`src/rtl/rv32_pkg.sv`:
```
// Shared RV32 front-end definitions: word size, canonical NOP, PC step and the
// fetch-queue entry layout.
package rv32_pkg;

  localparam int XLEN = 32;
  localparam logic [XLEN-1:0] INSTR_NOP = 32'h0000_0013;
  localparam logic [XLEN-1:0] PC_STEP = 32'd4;

  typedef struct packed {
    logic [XLEN-1:0] instr;
    logic [XLEN-1:0] pc;
  } fetch_entry_t;

endpackage

```
`src/rtl/sync_fifo.sv`:
```
// Single-clock FIFO with synchronous flush; the head word is visible
// combinationally so a push in cycle N is poppable in cycle N+1.
module sync_fifo #(
  parameter int WIDTH = 64,
  parameter int DEPTH = 4,
  localparam int AW = $clog2(DEPTH),
  localparam int CW = $clog2(DEPTH + 1)
) (
  input  logic             clk,
  input  logic             rst,
  input  logic             flush,
  input  logic             push,
  input  logic [WIDTH-1:0] wdata,
  input  logic             pop,
  output logic [WIDTH-1:0] rdata,
  output logic [CW-1:0]    count,
  output logic             full,
  output logic             empty
);

  logic [WIDTH-1:0] r_mem [DEPTH];
  logic [AW-1:0]    r_wr_ptr;
  logic [AW-1:0]    r_rd_ptr;
  logic [CW-1:0]    r_count;
  logic             w_wr;
  logic             w_rd;

  assign full  = (r_count == CW'(DEPTH));
  assign empty = (r_count == '0);
  assign count = r_count;
  assign rdata = r_mem[r_rd_ptr];

  // A write into a full FIFO is legal only when the head leaves the same cycle.
  assign w_rd = pop & ~empty;
  assign w_wr = push & (~full | w_rd);

  always_ff @(posedge clk) begin
    if (w_wr && !flush) begin
      r_mem[r_wr_ptr] <= wdata;
    end
  end

  always_ff @(posedge clk) begin
    if (rst || flush) begin
      r_wr_ptr <= '0;
      r_rd_ptr <= '0;
      r_count  <= '0;
    end else begin
      if (w_wr) r_wr_ptr <= r_wr_ptr + 1'b1;
      if (w_rd) r_rd_ptr <= r_rd_ptr + 1'b1;
      case ({w_wr, w_rd})
        2'b10:   r_count <= r_count + 1'b1;
        2'b01:   r_count <= r_count - 1'b1;
        default: r_count <= r_count;
      endcase
    end
  end

endmodule

```
`src/rtl/fetch_queue.sv`:
```
// Instruction fetch queue: credit-limited sequential fetches, in-order response
// buffering and redirect flush. FETCH_QUEUE_BYPASS_EN adds empty-queue forwarding.
module fetch_queue
  import rv32_pkg::*;
#(
  parameter int              DEPTH    = 4,
  parameter logic [XLEN-1:0] RESET_PC = 32'h0000_0000
) (
  input  logic            clk,
  input  logic            rst,
  input  logic            redirect,
  input  logic [XLEN-1:0] redirect_pc,
  output logic            mem_req,
  output logic [XLEN-1:0] mem_addr,
  input  logic            mem_gnt,
  input  logic            mem_rvalid,
  input  logic [XLEN-1:0] mem_rdata,
  output logic            instr_valid,
  output logic [XLEN-1:0] instr,
  output logic [XLEN-1:0] instr_pc,
  input  logic            instr_ready
);

  localparam int CW = $clog2(DEPTH + 1);
  localparam int EW = $bits(fetch_entry_t);
  localparam logic [CW:0] DEPTH_SUM = (CW + 1)'(DEPTH);

  logic            r_rst_q;
  logic [XLEN-1:0] r_fpc;
  logic [XLEN-1:0] r_rpc;
  logic [CW-1:0]   r_outstanding;
  logic [CW-1:0]   r_discard;
  logic [CW-1:0]   w_out_next;
  logic [CW-1:0]   w_count;
  logic            w_credit;
  logic            w_grant;
  logic            w_discard_zero;
  logic            w_accept;
  logic            w_drop;
  logic            w_bypass;
  logic            w_push;
  logic            w_pop;
  logic            w_empty;
  logic            w_full;
  fetch_entry_t    w_wr_entry;
  fetch_entry_t    w_head;
  logic [EW-1:0]   w_head_bits;

  // Queued entries plus in-flight requests never exceed DEPTH.
  assign w_credit = ({1'b0, w_count} + {1'b0, r_outstanding}) < DEPTH_SUM;
  assign mem_req  = ~r_rst_q & w_credit;
  assign mem_addr = r_fpc;
  assign w_grant  = mem_req & mem_gnt;

  assign w_discard_zero = (r_discard == '0);
  assign w_accept       = mem_rvalid & w_discard_zero & ~redirect;
  assign w_drop         = mem_rvalid & ~w_discard_zero;

`ifdef FETCH_QUEUE_BYPASS_EN
  assign w_bypass = w_empty & w_discard_zero & mem_rvalid & instr_ready & ~redirect;
`else
  assign w_bypass = 1'b0;
`endif

  assign w_wr_entry = '{instr: mem_rdata, pc: r_rpc};
  assign w_push     = w_accept & ~w_bypass & (~w_full | w_pop);
  assign w_pop      = instr_ready & ~w_empty & ~redirect;
  assign w_head     = fetch_entry_t'(w_head_bits);

  always_comb begin
    w_out_next = r_outstanding;
    case ({w_grant, mem_rvalid})
      2'b10:   w_out_next = r_outstanding + 1'b1;
      2'b01:   w_out_next = r_outstanding - 1'b1;
      default: w_out_next = r_outstanding;
    endcase
  end

  always_comb begin
    instr_valid = 1'b0;
    instr       = INSTR_NOP;
    instr_pc    = '0;
    if (w_bypass) begin
      instr_valid = 1'b1;
      instr       = mem_rdata;
      instr_pc    = r_rpc;
    end else if (!w_empty) begin
      instr_valid = 1'b1;
      instr       = w_head.instr;
      instr_pc    = w_head.pc;
    end
  end

  sync_fifo #(
    .WIDTH (EW),
    .DEPTH (DEPTH)
  ) u_fifo (
    .clk   (clk),
    .rst   (rst),
    .flush (redirect),
    .push  (w_push),
    .wdata (w_wr_entry),
    .pop   (w_pop),
    .rdata (w_head_bits),
    .count (w_count),
    .full  (w_full),
    .empty (w_empty)
  );

  always_ff @(posedge clk) begin
    r_rst_q <= rst;
    if (rst) begin
      r_fpc         <= RESET_PC;
      r_rpc         <= RESET_PC;
      r_outstanding <= '0;
      r_discard     <= '0;
    end else begin
      r_outstanding <= w_out_next;
      if (redirect) begin
        // Everything still in flight after this cycle belongs to the old path.
        r_fpc     <= redirect_pc;
        r_rpc     <= redirect_pc;
        r_discard <= w_out_next;
      end else begin
        if (w_grant)  r_fpc     <= r_fpc + PC_STEP;
        if (w_accept) r_rpc     <= r_rpc + PC_STEP;
        if (w_drop)   r_discard <= r_discard - 1'b1;
      end
    end
  end

endmodule

```
`config.mk`:
```
export PLATFORM = sky130hd
export DESIGN_NAME = fetch_queue
export DESIGN_NICKNAME = d
export VERILOG_FILES = /design/src/rtl/rv32_pkg.sv /design/src/rtl/sync_fifo.sv /design/src/rtl/fetch_queue.sv
export SDC_FILE = /design/constraint.sdc
export NUM_CORES = 1
export LEC_CHECK = 0
export ABC_AREA = 1
export ABC_CLOCK_PERIOD_IN_PS = 4550
export CAP_MARGIN = 25
export CORE_ASPECT_RATIO = 0.9
export CORE_MARGIN = 8
export CORE_UTILIZATION = 40
export CTS_BUF_LIST = sky130_fd_sc_hd__clkbuf_4
export CTS_CLUSTER_DIAMETER = 30
export DETAILED_ROUTE_END_ITERATION = 10
export GPL_ROUTABILITY_DRIVEN = 0
export PLACE_DENSITY = 0.7
export SYNTH_ARGS = -nofsm -noshare
export SYNTH_HDL_FRONTEND = slang
export SYNTH_SLANG_ARGS = --single-unit
export TNS_END_PERCENT = 100
```
`constraint.sdc`:
```
create_clock -name clk -period 4.55 [get_ports clk]
set_clock_uncertainty 0.15 [all_clocks]
set_input_delay 0.6825 -clock clk [delete_from_list [all_inputs] [get_ports clk]]
set_output_delay 0.6825 -clock clk [all_outputs]
set_load 0.02 [all_outputs]
```
# Yosys cells after proc, flatten, opt, wreduce, memory -nomap -nowiden

Memories as Yosys holds them, arrays and structs flattened. A register that Yosys moved wholly into a read port is not among the register bits.
Cells that the tools add are included.

Add/sub/neg operators: 10
Magnitude comparators: 1
Equal/unequal tests: 5
Mux-type cells: 15
Bitwise gates (word level): 17
Reduce and logical (&&, ||, !) cells: 9

Operator list:

| operator                                                              | count |
|---|---|
| 32-bit 2-to-1 mux                                                     | 6 |
| 32-bit by 3-bit adder with 32-bit output (second input constant)      | 2 |
| 3-bit case mux with 2 select lines                                    | 2 |
| 1-bit bitwise AND                                                     | 10 |
| 3-bit by 1-bit subtractor with 3-bit output (second input constant)   | 3 |
| 2-bit nonzero test                                                    | 4 |
| 3-bit by 1-bit adder with 3-bit output (second input constant)        | 2 |
| 3-bit zero test                                                       | 2 |
| 3-bit 2-to-1 mux                                                      | 2 |
| 1-bit inverter                                                        | 5 |
| 2-bit by 1-bit adder with 2-bit output (second input constant)        | 2 |
| 3-bit by 3-bit adder with 4-bit output                                | 1 |
| 2-bit by 1-bit == test with 1-bit output (second input constant)      | 2 |
| 2-bit == test (second input constant)                                 | 2 |
| 4-bit by 3-bit < comparator with 1-bit output (second input constant) | 1 |
| 2-bit 2-to-1 mux                                                      | 2 |
| 3-bit == test (second input constant)                                 | 1 |
| 1-bit 2-to-1 mux                                                      | 3 |
| 1-bit OR                                                              | 2 |
| 1-bit logical AND                                                     | 1 |
| 1-bit zero test                                                       | 1 |
| 1-bit logical OR                                                      | 1 |

Register bits: 78
RAM bits: 256
Input bits: 70
Output and inout port bits: 98
Logic and storage cells: 66
Memories: 1

Memories:

| name         | words | width | rd ports | clocked after Yosys merged registers in | write ports | RTL line        | source |
|---|---|---|---|---|---|---|---|
| u_fifo.r_mem | 4     | 64    | 1        | 1                                       | 1           | sync_fifo.sv:21 | `logic [WIDTH-1:0] r_mem [DEPTH];` |

# Depth between registers and ports, before layout

Gate-level depths: netlist (run 1).

Word-level depth: 10
Mapped depth: 13
Depth with buffers taken out: 13

# Modules after synthesis

Synthesis (run 1) repeated with hierarchy kept, for this count alone.

Cells, all modules: 1575
Area, all modules: 15145.8 µm²

Modules (own cells, without submodules):

| module      | times used | cells an instance | area an instance (µm²) | sequential area each (µm²) |
|---|---|---|---|---|
| sync_fifo   | 1          | 688               | 9957.0                 | 7867.5 |
| fetch_queue | 1          | 887               | 5188.7                 | 1421.4 |

# Worst setup path after synthesis (run 1)

OpenSTA, ideal clock, no wires.

Kind: input -> register
From: in redirect
To: mem u_fifo.r_mem[0][0] (enable)
Library setup time: 486 ps
Data arrival time: 3906 ps
Data required time: 3914 ps
Setup slack: 8 ps
Stages: 5
Buffers on the path: 1
Path through: buf_4 nor2_1 and2_1 inv_1 nor2_1

Longest elaborated chain between the ends: 8
Elaborated cells between the ends (all ways): 12
Classes of those cells: mux (2); bitwise (8); reduce/logical (2)

Ends and longest elaborated chain:

| element                                       | RTL line                             | source |
|---|---|---|
| start, declared                               | fetch_queue.sv:11                    | `input logic redirect,` |
| 1-bit inverter                                | fetch_queue.sv:56, fetch_queue.sv:67 |  |
| 1-bit bitwise AND                             | fetch_queue.sv:67                    | `assign w_pop = instr_ready & ~w_empty & ~redirect;` |
| 1-bit OR or 1-bit bitwise AND (tied branches) | fetch_queue.sv:66, sync_fifo.sv:34   |  |
| 1-bit bitwise AND or 1-bit OR (tied branches) | fetch_queue.sv:66, sync_fifo.sv:35   |  |
| 1-bit bitwise AND                             | sync_fifo.sv:35                      | `assign w_wr = push & (~full \| w_rd);` |
| 1-bit logical AND *                           | sync_fifo.sv:38                      | `if (w_wr && !flush) begin` |
| 1-bit 2-to-1 mux *                            | sync_fifo.sv:38                      |  |
| 1-bit 2-to-1 mux (not written as such) *      | sync_fifo.sv:39                      | `r_mem[r_wr_ptr] <= wdata;` |
| end, declared                                 | sync_fifo.sv:21                      |  |

Every way passes the cells marked *; elsewhere a longest branch is shown, timed or not.

==> summary.txt, run 1 <==
Global routing
  – Initial antenna violation count: 1
  – Largest net degree at the start of global routing: 65
  – Gr usage total: 18.1%
  – Number of global-route vias before repair: 11,800
  – Global-route wire length before repair: 62,800 µm
  – Total gr overflow: 0

Final layout
  – Layout fillers: 3,403
  – Layout Area Growth over Synthesis: 22.5%
  – Final nets: 1,871
  – Layout cell share with drive strength beyond 1: 11.1%
  – Commonest non-fill, non-tap cells in the layout: nor2_1, edfxtp_1, nand2_1, o21ai_0, clkdlybuf4s50_1
  – Commonest non-fill, non-tap cell in the layout: nor2_1
  – Layout Utilization: 49.5%

Power
  – Maximum vdd drop: 0.136 mV
  – Switching pwr: 1.71 mW
  – Switch share: 25.3%
  – PD cells: 368 nW/µm²
  – Comb pwr share: 8.5%
  – Sequential Power Share: 52.0%
  – Power share of the clock group: 39.4%
  – Static leakage: 6.60 nW
  – Pint: 5.05 mW

Floorplanning
  – Die area: 44,000 µm²
  – Starting Density: 40.4%
  – Row count: 67
  – Boundary Pins: 168
  – Core Area: 37,100 µm²
  – Overall die height: 200 µm
  – Die width: 220 µm

Setup path
  – Cell Chain, Critical Path: inv_2, buf_12, nor2_1, o311ai_0, clkdlybuf4s50_1
  – CP endpoint kind: output port
  – WP data required: 3.72 ns
  – Crit-path slowest cell: clkdlybuf4s50_1
  – Arrival @ worst endpoint: 3.22 ns
  – CP startpoint kind: flip-flop
  – Largest stage delay, worst path: 0.69 ns
  – Crit-path max FO: 64
  – Setup CP Type: flip-flop to output port

Yosys
  – Mapped Nets: 1,665
  – Post-Syn Instances: 1,581
  – Yosys warns: 0
  – FF+latch count, synth: 336
  – Synthesized cell area: 15,000 µm²
  – Synth top area share: 51.3%
  – Post-synth EDFFs: 256
  – Top post-synthesis cells by area: edfxtp_1, dfxtp_1, nor2_1
  – Area leader, netlist: edfxtp_1
  – Ys async rst share: 0%
  – Sequential fraction of the synthesis area: 61.9%
  – Syn avg cell area: 9.49 µm²
  – Ys flop type: edfxtp_1
  – Unique cell type count in the Yosys netlist: 41

STA
  – Slew @ Worst Pin: 0.904 ns
  – Post-layout min period: 4.05 ns
  – Final hold viol count: 0
  – Fmax achieved: 0.247 GHz
  – Setup Total Neg Slack: 0 ns
  – Setup violators final: 0
  – RSZ-0062 raised after global routing: no
  – Final critical-path share of the clock period: 89.0%
  – Headroom to the max-slew limit: 39.7%
  – Setup WS post-layout: 0.498 ns
  – Max-slew violations: 0

Drt
  – Antenna Nets Post-Route: 0
  – DRC: 0
  – Drt wl/cell: 17.4 µm
  – Uppermost layer routed: met4
  – Drt pass-1 iters: 5
  – M1 wire length: 17,700 µm
  – Vias/cell: 5.22
  – Iter 0 DRT Violations: 1,242
  – WL final: 40,700 µm
  – Met2 WL post-DR: 18,300 µm
  – Routed vias: 12,200
  – Met3 Wirelength: 3930 µm

CTS
  – Post-CTS setup buffers: 0
  – Num CTS Buffers: 92
  – Clk root buf: clkbuf_4
  – Clock sink total: 336
  – Skew-Pair Late Insertion Delay: 0.72 ns
  – CTS Hold Bufs: 0
  – H-tree depth: 3
  – # resized after CTS: 0
  – TritonCTS clock tree: built
  – Clock transition at the registers of the reported paths: 0.06 ns
  – CTS max path bufs: 3

Placement
  – HPWL after DPL: 26,200 µm
  – Port bufs: 167
  – Place WS: 1.16 ns

Run
  – Max-Cap Viols: 0

Min path
  – Min-delay worst type: flip-flop to flip-flop

Run status
  – Status: complete, no violations
-- power groups by stage --
stage          Clock (mW)  Sequential, mW  Combinational (mW)
5_1_grt              2.89            3.53               0.637
2_1_floorplan           0            3.57               0.307
6_report             2.67            3.52               0.577
3_3_place_gp            0            3.57               0.563
3_5_place_dp            0            3.58               0.574
4_1_cts              2.73            3.51               0.578
-- flip-flops by register name, indices dropped and copies added (netlist names), named ones only --
register         count
u_fifo.r_mem       256
mem_addr            32
r_rpc               32
r_discard            3
r_outstanding        3
u_fifo.count         3
u_fifo.r_rd_ptr      2
u_fifo.r_wr_ptr      2
r_rst_q              1
-- critical path: cells and delay by family (launching register included) --
kind / cells / cell delay [ns]
and+or+nand+nor: 1 / 0.06
buffers and inverters: 3 / 1.56
AOI/OAI and AO/OA: 1 / 0.37
DFF: 1 / 0.49
-- cells by family (layout without fill, tap and decap cells) --
kind of cell	Yosys count	after routing	synth area share (%)
AO/OA/AOI/OAI	330	330	11.3
AND/OR/NAND/NOR	708	708	19.8
buffers and inverters	178	457	4.80
flip-flops	336	336	61.9
adder cells (fa/ha/maj)	14	14	1.27
XOR/XNOR	15	15	0.876
other	0	1	0
-- cell usage after synthesis, drive strengths merged, types with 7 or more instances --
cell type / instances
nor2: 373
o21ai: 180
nand3b: 7
nand3: 71
buf: 36
dfxtp: 80
clkbuf: 36
nor3: 14
inv: 105
edfxtp: 256
a31oi: 8
a21oi: 129
ha: 12
nand2: 231
nand4: 9
xor2: 13
-- area by class of cell --
type / count / area (µm²) / share of cell area [%]
clock inverters: 33 / 174 / 0.946
diodes: 1 / 2.50 / 0.0136
multi-input cells: 1067 / 5030 / 27.4
repair buffers: 184 / 1870 / 10.2
clock buffers: 134 / 1010 / 5.47
inverters: 106 / 400 / 2.18
flip-flops and latches: 336 / 9290 / 50.6
well taps: 483 / 604 / 3.29
-- path summary, 6_finish.rpt --
path / startpoint / end / slack, ns / cells after the start
setup reg to reg: r_discard[0] / u_fifo.count[2] / 1.76 / 13
hold reg to reg: mem_addr[1] / mem_addr[1] / 0.32 / 2
hold / removal: mem_addr[1] / mem_addr[1] / 0.32 / 2
setup / recovery: flip-flop / instr[1] / 0.50 / 5
-- stage by stage --
stage,power (mW),cells,instance area (µm²),hold WS (ns)
CTS,6.82,2343,18400,0.326
global route,7.05,2344,18400,0.361
finish,6.76,2344,18400,0.316
detailed placement,4.15,2176,17200,0.302
floorplan,3.87,1581,15000,0.286
global placement,4.14,2176,17200,0.300
-- per-layer routing --
layer / global-route usage, % / up-vias
met4: 6.21 / 0
met5: 0 / -
li1: - / 5856
met1: 24.2 / 5732
met3: 4.78 / 64
met2: 28.5 / 575
Note: power is estimated with default switching activity, not from simulation.
==> inputs of run 2 (changes only) <==
Settings changed: CORE_MARGIN 8 to 4.
==> summary.txt, run 2 (same netlist as run 1, synthesis figures left out) <==
STA
  – Max-slew violations: 0 (unchanged)
  – RSZ-0062 raised after global routing: no
  – WHS: 0.223 ns (-0.0932 ns)
  – Post-layout min period: 4.10 ns (+0.0467 ns)
  – Setup violators final: 0 (unchanged)
  – Final critical-path share of the clock period: 90.1% (+1.0 points)
  – Setup Total Neg Slack: 0 ns (unchanged)
  – Final hold viol count: 0 (unchanged)
  – Headroom to the max-slew limit: 44.9% (+5.3 points)
  – Slew @ Worst Pin: 0.826 ns (-0.0783 ns)
  – Fmax achieved: 0.244 GHz (-1.1%)

Power
  – Comb pwr share: 8.3% (-0.2 points)
  – Static leakage: 6.59 nW (about the same)
  – Maximum vdd drop: 0.236 mV (+73%)
  – Sequential Power Share: 51.2% (-0.8 points)
  – PD cells: 373 nW/µm² (+1.5%)
  – Pint: 5.16 mW (+2.2%)
  – Switch share: 24.8% (-0.50 points)
  – Switching pwr: 1.70 mW (-0.49%)
  – Power share of the clock group: 40.5% (+1.1 points)

Drt
  – Vias/cell: 5.16 (-1.1%)
  – Iter 0 DRT Violations: 956 (-23%)
  – DRC: 0 (unchanged)
  – WL final: 38,900 µm (-4.4%)
  – Antenna Nets Post-Route: 0 (unchanged)
  – Routed vias: 12,100 (-1.3%)
  – Drt pass-1 iters: 9 (+4)
  – Drt wl/cell: 16.6 µm (-4.2%)

Final layout
  – Largest reg by FF count: u_fifo.r_mem
  – Commonest non-fill, non-tap cell in the layout: nor2_1
  – Max FFs per register: 256 (unchanged)
  – Layout Area Growth over Synthesis: 22.6% (about the same)
  – Layout fillers: 3,394 (-0.26%)
  – Layout cell share with drive strength beyond 1: 10.7% (-0.44 points)
  – Final Cell Area: 18,400 µm² (about the same)
  – Final nets: 1,868 (-0.16%)
  – Commonest non-fill, non-tap cells in the layout: nor2_1, edfxtp_1, nand2_1, o21ai_0, clkdlybuf4s50_1

Global routing
  – Gr usage total: 18.7% (+0.56 points)
  – Global-route wire length before repair: 60,800 µm (-3.1%)
  – Total gr overflow: 0 (unchanged)
  – Number of global-route vias before repair: 11,500 (-2.2%)
  – Largest net degree at the start of global routing: 77 (+18%)
  – Initial antenna violation count: 1 (unchanged)

Setup path
  – Reg2Reg Capture Point: u_fifo.count[2]
  – CP startpoint kind: flip-flop
  – Cell Chain, Critical Path: buf_4, nor2_1, o311ai_0, clkdlybuf4s50_1
  – Crit-path max FO: 56 (-13%)
  – Crit path max-delay family: buffers and inverters
  – Arrival @ worst endpoint: 3.27 ns (+0.05 ns)
  – Largest stage delay, worst path: 0.75 ns (+0.06 ns)
  – Setup CP Type: flip-flop to output port
  – Critical R2R Launch: r_discard[0]
  – Flop2flop setup slack: 1.83 ns (+0.07 ns)
  – CP bufs+invs: 2 (-1)
  – R2R depth: 13 (unchanged)
  – CP endpoint kind: output port
  – Crit-path slowest cell: dfxtp_4
  – WP data required: 3.72 ns (about the same)

Placement
  – HPWL after DPL: 24,200 µm (-7.7%)
  – Port bufs: 167 (unchanged)
  – Dpl cell area: 17,200 µm² (-0.16%)

CTS
  – Num CTS Buffers: 91 (-1.1%)
  – Skew-Pair Late Insertion Delay: 0.72 ns (about the same)
  – H-tree depth: 3 (unchanged)
  – Clock sink total: 336 (unchanged)
  – # resized after CTS: 0 (unchanged)
  – Clk root buf: clkbuf_4
  – Clock transition at the registers of the reported paths: 0.07 ns (about the same)
  – CTS Hold Bufs: 0 (unchanged)
  – Post-CTS setup buffers: 0 (unchanged)
  – TritonCTS clock tree: built
  – CTS max path bufs: 3 (unchanged)

Floorplanning
  – Row count: 67 (unchanged)
  – Starting Density: 40.4% (unchanged)
  – Die area: 40,700 µm² (-7.5%)
  – Boundary Pins: 168 (unchanged)
  – Core Area: 37,100 µm² (unchanged)
  – Overall die height: 192 µm (-4.0%)
  – Die width: 212 µm (-3.6%)

Run status
  – Status: complete, no violations

Min path
  – Hold Crit Start: redirect
  – Min-delay worst type: input port to flip-flop
  – Hold depth: 3 (+1)
  – Hold Path End: r_rpc[8]

Run
  – Max-Cap Viols: 0 (unchanged)
==> run 2: cell count changes in the layout (fill, tap and decap cells not counted) <==
cell	before	now
buf_12	6	5
bufinv_16	1	5
buf_4	11	10
clkbuf_4	134	120
clkinv_1	23	25
clkinv_2	4	7
==> run 2: metal layers <==
layer | share of wire [%] | vias up | track usage, %
met5 | 0 | - | 0
met3 | 8.4 | 67 | 3.97
met4 | 2.4 | 0 | 6.41
met2 | 45 | 533 | 28.7
met1 | 45 | 5618 | 26.5
li1 | - | 5844 | -
==> run 2: worst max path at each step <==
stage	start	cells after the start	slack [ns]	end
2_1_floorplan	redirect	5	0.008	u_fifo.r_mem[0][0]
3_3_place_gp	mem_rvalid	12	1.21	u_fifo.count[2]
3_5_place_dp	flip-flop	4	1.15	instr[0]
4_1_cts	flip-flop	4	0.34	instr[0]
5_1_grt	flip-flop	4	0.21	instr[0]
6_report	flip-flop	4	0.45	instr[0]
==> run 2: final cells by class <==
| cell class | count | area (µm²) | share of cell area, % |
|---|---|---|---|
| clock buffer | 120 | 901 | 4.90 |
| antenna | 1 | 2.50 | 0.0136 |
| clock inverter | 42 | 317 | 1.72 |
| timing repair buffer | 182 | 1840 | 10.0 |
| inverter | 106 | 400 | 2.18 |
| sequential | 336 | 9290 | 50.5 |
| multi-input combinational | 1067 | 5030 | 27.3 |
| tap | 483 | 604 | 3.29 |
==> run 2: power groups by stage <==
| stage | Clock, mW | Combinational (mW) | Sequential, mW |
|---|---|---|---|
| global placement | 0 | 0.554 | 3.57 |
| finish | 2.78 | 0.568 | 3.51 |
| floorplan | 0 | 0.307 | 3.57 |
| global route | 3.03 | 0.631 | 3.53 |
| detailed placement | 0 | 0.564 | 3.58 |
| CTS | 2.85 | 0.569 | 3.51 |
==> run 2: through the flow <==
step                instances  setup slack, ns  power (mW)  util [%]
global placement         2174             1.21        4.13      46.2
detailed placement       2174             1.15        4.14      46.2
global route             2337            0.206        7.18      49.5
floorplan                1581          0.00820        3.87         -
finish                   2337            0.452        6.87      49.5
CTS                      2336            0.341        6.93      49.5
==> run 2: worst min-delay path: stages <==
cell	delay [ns]
buf_2	0.17
nand2_1	0.10
a21oi_1	0.06
